--- src/rtl/fm_demodulator.sv ---
// fm_demodulator
//   Gated zero-crossing FM demodulator. Counts rising zero crossings of the
//   registered sample stream over a 2^GATE_LOG2-clock gate window. It then
//   turns the count into a frequency-control estimate, removes the center
//   control word, undoes the modulator's deviation shift and saturates the
//   result to a signed 8-bit message.
//
//   Ports
//     clk        sample clock, rising edge
//     reset_n    asynchronous active-low reset
//     modulated  signed 8-bit FM sample, one per clock
//     ctr_ctrl   center-frequency control word (NCO scaling)
//     deviation  left-shift the modulator applied to the message
//     message    recovered signed message, held between updates
//     valid      one-cycle pulse when message updates
//     saturated  result was clipped; updated together with message
module fm_demodulator #(
  parameter int GATE_LOG2 = 16,
  parameter int HYST      = 8
) (
  input  logic              clk,
  input  logic              reset_n,
  input  logic signed [7:0] modulated,
  input  logic [31:0]       ctr_ctrl,
  input  logic [4:0]        deviation,
  output logic signed [7:0] message,
  output logic              valid,
  output logic              saturated
);

  localparam int CW        = GATE_LOG2 + 1;
  localparam int EST_SHIFT = 32 - GATE_LOG2;
  localparam int ARM_LVL   = -HYST;

  typedef enum logic {DISARMED = 1'b0, ARMED = 1'b1} det_e;

  logic signed [7:0]    s_q;
  det_e                 det_q, det_d;
  logic                 xing;
  logic [GATE_LOG2-1:0] gate_q;
  logic                 terminal;
  logic [CW-1:0]        cnt_q, cnt_inc, cnt_d;
  logic [CW-1:0]        tot_q;
  logic [33:0]          ctrl_est, diff_d, diff_q;
  logic [4:0]           dev_q;
  logic signed [33:0]   q_sh;
  logic signed [7:0]    msg_d, msg_q;
  logic                 sat_d, sat_q;
  // [0] total captured, [1] diff captured, [2] message captured
  logic [2:0]           vld_pipe_q;

  // Crossing detector: a sample at or below -HYST arms, the next
  // non-negative sample is the crossing and disarms.
  always_comb begin
    det_d = det_q;
    xing  = 1'b0;
    case (det_q)
      DISARMED: if (int'(s_q) <= ARM_LVL) det_d = ARMED;
      ARMED: begin
        if (s_q >= 8'sd0) begin
          det_d = DISARMED;
          xing  = 1'b1;
        end
      end
      default: det_d = DISARMED;
    endcase
  end

  assign terminal = &gate_q;

  // Saturating count; the terminal-cycle crossing still lands in the
  // ending window's total, and the counter restarts from zero.
  always_comb begin
    cnt_inc = (&cnt_q) ? cnt_q : cnt_q + CW'(xing);
    cnt_d   = terminal ? '0 : cnt_inc;
  end

  // Stage 1: one crossing per window is worth 2^(32-GATE_LOG2) control LSBs.
  assign ctrl_est = 34'(tot_q) << EST_SHIFT;
  assign diff_d   = ctrl_est - {2'b00, ctr_ctrl};

  // Stage 2: arithmetic shift floors toward -inf, then clip to int8.
  assign q_sh = $signed(diff_q) >>> dev_q;

  always_comb begin
    msg_d = q_sh[7:0];
    sat_d = 1'b0;
    if (q_sh > 34'sd127) begin
      msg_d = 8'sd127;
      sat_d = 1'b1;
    end else if (q_sh < -34'sd128) begin
      msg_d = -8'sd128;
      sat_d = 1'b1;
    end
  end

  always_ff @(posedge clk or negedge reset_n) begin
    if (!reset_n) begin
      s_q        <= '0;
      det_q      <= DISARMED;
      gate_q     <= '0;
      cnt_q      <= '0;
      tot_q      <= '0;
      diff_q     <= '0;
      dev_q      <= '0;
      msg_q      <= '0;
      sat_q      <= 1'b0;
      vld_pipe_q <= '0;
    end else begin
      s_q        <= modulated;
      det_q      <= det_d;
      gate_q     <= gate_q + GATE_LOG2'(1);
      cnt_q      <= cnt_d;
      vld_pipe_q <= {vld_pipe_q[1:0], terminal};
      if (terminal) tot_q <= cnt_inc;
      if (vld_pipe_q[0]) begin
        diff_q <= diff_d;
        dev_q  <= deviation;
      end
      if (vld_pipe_q[1]) begin
        msg_q <= msg_d;
        sat_q <= sat_d;
      end
    end
  end

  assign message   = msg_q;
  assign saturated = sat_q;
  assign valid     = vld_pipe_q[2];

endmodule

--- config.mk ---
export PLATFORM = sky130hd
export DESIGN_NAME = fm_demodulator
export DESIGN_NICKNAME = d
export VERILOG_FILES = /design/src/rtl/fm_demodulator.sv
export SDC_FILE = /design/constraint.sdc
export NUM_CORES = 1
export LEC_CHECK = 0
export ABC_AREA = 1
export CORE_AREA = 8 8 157 159
export CTS_CLUSTER_DIAMETER = 120
export DETAILED_ROUTE_END_ITERATION = 7
export DIE_AREA = 0 0 165 167
export PLACE_DENSITY = 0.49
export SYNTH_ARGS = -nofsm -noshare
export SYNTH_HDL_FRONTEND = slang
export SYNTH_SLANG_ARGS = --single-unit
--- constraint.sdc ---
create_clock -name clk -period 3.41 [get_ports clk]
set_clock_uncertainty 0.2 [all_clocks]
set_input_delay 1.023 -clock clk [delete_from_list [all_inputs] [get_ports clk]]
set_output_delay 1.023 -clock clk [all_outputs]
set_load 0.02 [all_outputs]
==> summary.md <==
| Metric | Value |
|---|---|
| Pre-antenna DRT Iters | 4 |
| Worst Max-Slew Pin Slew | roughly 0.8 ns |
| Leading area contributor after synthesis | dfrtp_1 |
| Hold Path End | gate_q[0] |
| Worst r2r dst | message[3] |
| Seq/Total Area, Yosys | 0.363 |
| Routability congestion estimate | 0.883 |
| Post-route cell area | 9200 sq um |
| Post-Route WL | 21400 microns |
| Vias/cell | between 4 and 5 |
| Finished Layout Cells | 1496 |
| Slew Limit Fails | 0 |
| Post-synth top area share | 0.363 |
| Syn_nets | about 1200 |
| Most used DFF post-synth | dfrtp_1 |
| Placed cell count | 1478 |
| CP Capture Type | flop |
| Initial antenna violation count | 0 |
| Syn avg cell area | roughly 6.8 sq um |
| Storage element area | between 2000 and 3000 sq um |
| Pwr per Cell Area | 297 nW/um^2 |
| Fin. Hold Viols | 0 |
| Port buffer count | 56 |
| Row count | 55 |
| Run status | finished clean |
| Pin count of the biggest net entering global routing | 46 |
| Worst-path fanout max | 3 |
| Crit Reg-Reg Startpoint | dev_q[0] |
| Via Count | between 7000 and 8000 |
| Max-cap viol count | 0 |
| CTS sink cnt | 110 |
| Slew margin rel. | 0.452 |
| Die height | 167 microns |
| Mapped Cells | 1110 |
| Initial DRC Count | 479 |
| Post-route DRC | 0 |
| CTS tree | built |
| Worst skew pair latency | 0.37 ns |
| P&R area growth vs syn | 21.3% |
| Data required, critical path | 3.47 ns |
| Critical Path AT | about 3.3 ns |
| Worst hold start | gate_q[0] |
| Final HPWL DP | between 15000 and 20000 microns |
| Die width | around 170 microns |
| Reg2Reg Depth | 13 |
| Synthesis Warnings | 0 |
| Period utilisation layout | 0.952 |
| Tightest Hold Check Type | flop to flop |
| Top cells by area, synth | dfrtp_1, nand2_1, nand3_1 |
| Peak Freq | roughly 310 MHz |
| Total congestion overflow | 0 |
| Leakage | about 4.5 nW |
| WHS Path Cells | 1 |
| GRT Util Overall | 0.161 |
| Critical path class | primary input to flop |
| Starting Density | 0.341 |
| Share of cells above drive strength 1 | 0.0950 |
| H-Tree Depth | 3 |
| Die area | 27600 sq um |
| Post-synth EDFFs | 0 |
| WL/cell | around 14 microns |
| Vias in the first global route | 7336 |
| Reg clk slew, reported paths | 0.09 ns |
| I/O pin cnt | 57 |
| Final #Nets | approximately 1300 |
| Asr flop ratio synth | 1.00 |
| Yosys cell types | between 40 and 50 |
| # fillers | 2429 |
| Final setup vio count | 0 |
| Max clock buf depth | 2 |
| DP Area | just under 9000 sq um |
| First-pass GRT wire length | between 30000 and 40000 microns |
| Final min period | 3.24 ns |
| Root Driver | clkbuf_16 |
| VDD IR max | ~210 uV |
| Tot Pwr | 2.73 mW |
| Cts bufs inserted | 9 |
| Core outline area | ~22000 sq um |
| Netlist Area Pre-Place | roughly 7600 sq um |
| Worst reg-to-reg setup slack | between 0.6 and 0.7 ns |
| CP Launch Type | primary input |
| Unrepaired setup endpoints after global routing | false |
| Multi-input gate area | 4230 sq um |
| Final ANT Viol Nets | 0 |
| Yosys reg bits | 110 |
==> placed cells by master (no fill, tap or decap), types with 9 or more instances in the layout <==
cell type,instances
nand4_1,9
a21oi_1,30
dfrtp_1,110
ha_1,20
nor2_1,96
clkdlybuf4s50_1,55
xor2_1,29
xnor2_1,12
clkbuf_16,9
buf_4,74
nand2_1,320
o21ai_0,69
nand3_1,192
inv_1,97
nor3_1,10
==> how the worst max path moves through the flow <==
stage	startpoint	end	slack [ns]	cells past startpoint
6_report	ctr_ctrl[22]	diff_q[29]	0.17	11
4_1_cts	ctr_ctrl[18]	diff_q[29]	0.11	11
2_1_floorplan	ctr_ctrl[20]	diff_q[29]	0.31	11
5_1_grt	ctr_ctrl[18]	diff_q[29]	0.05	11
3_3_place_gp	ctr_ctrl[18]	diff_q[29]	-0.26	11
3_5_place_dp	ctr_ctrl[18]	diff_q[29]	-0.29	11
==> logic make-up after synthesis <==
family / synth area share
buffers and inverters: 0.0819
multiplexers: 0.00264
AND/OR/NAND/NOR: 0.372
adder cells (fa/ha/maj): 0.0330
XOR/XNOR: 0.0474
AO/OA/AOI/OAI: 0.0999
flip-flops: 0.363
==> state kept, by name, indices dropped and copies added, names as in the netlist <==
| signal | count |
|---|---|
| dev_q | 5 |
| saturated | 1 |
| det_q | 1 |
| s_q | 8 |
| tot_q | 17 |
| cnt_q | 17 |
| gate_q | 16 |
| vld_pipe_q | 3 |
| message | 8 |
| diff_q | 34 |
==> routing by layer <==
| metal | share of wire | vias up | global-route usage |
|---|---|---|---|
| met5 | 0 | - | 0 |
| met4 | 0.012 | 0 | 0.0376 |
| met3 | 0.027 | 18 | 0.0239 |
| met2 | 0.47 | 92 | 0.272 |
| met1 | 0.49 | 3386 | 0.210 |
| li1 | - | 3839 | - |
==> synthesized netlist by cell type (3+ instances only) <==
cell      count
nand2_1     321
nand3_1     192
dfrtp_1     110
inv_1        97
nor2_1       96
o21ai_0      73
a21oi_1      31
xor2_1       29
clkbuf_1     25
ha_1         20
buf_2        12
xnor2_1      12
nor3_1       11
nand4_1       9
nor4_1        7
buf_4         6
o211ai_1      6
a31oi_1       5
or2_2         5
a211oi_1      3
buf_6         3
o31ai_1       3
==> area by class of cell <==
cell class / count / area share
tap: 285 / 0.0388
timing repair buffer: 132 / 0.127
clock buffer: 10 / 0.0260
clock inverter: 6 / 0.00735
multi-input combinational: 852 / 0.460
inverter: 100 / 0.0414
antenna: 1 / 0.000272
sequential: 110 / 0.299
==> per-stage QoR <==
step	util	hold WS (ns)	TNS [ns]	setup WS, ns
2_1_floorplan	-	0.152	0	0.308
3_3_place_gp	0.398	0.244	-0.789	-0.263
3_5_place_dp	0.398	0.245	-1.08	-0.288
4_1_cts	0.412	0.256	0	0.110
5_1_grt	0.414	0.299	0	0.0481
6_report	0.414	0.255	0	0.165
==> critical path, cell delays in order <==
cell             delay [ns]
clkdlybuf4s50_1        0.45
inv_1                  0.04
ha_1                   0.32
a21oi_1                0.20
o21ai_0                0.17
a221oi_2               0.32
a21oi_1                0.10
or2_2                  0.29
or2_2                  0.27
nand3_1                0.07
nand2_1                0.05
==> power by group <==
part           internal [mW]  total (mW)  switching, mW
logic                  0.126       0.277          0.151
registers               1.34        1.37         0.0257
clock network          0.544        1.09          0.546
total                   2.01        2.73          0.723
==> what timing repair did <==
item / CTS / global route
hold buffers: 0 / 0
resized for setup: 0 / 9
endpoints found under the setup margin: 0 / 3
buffers inserted: 0 / 1
Note: power is estimated with default switching activity, not from simulation.
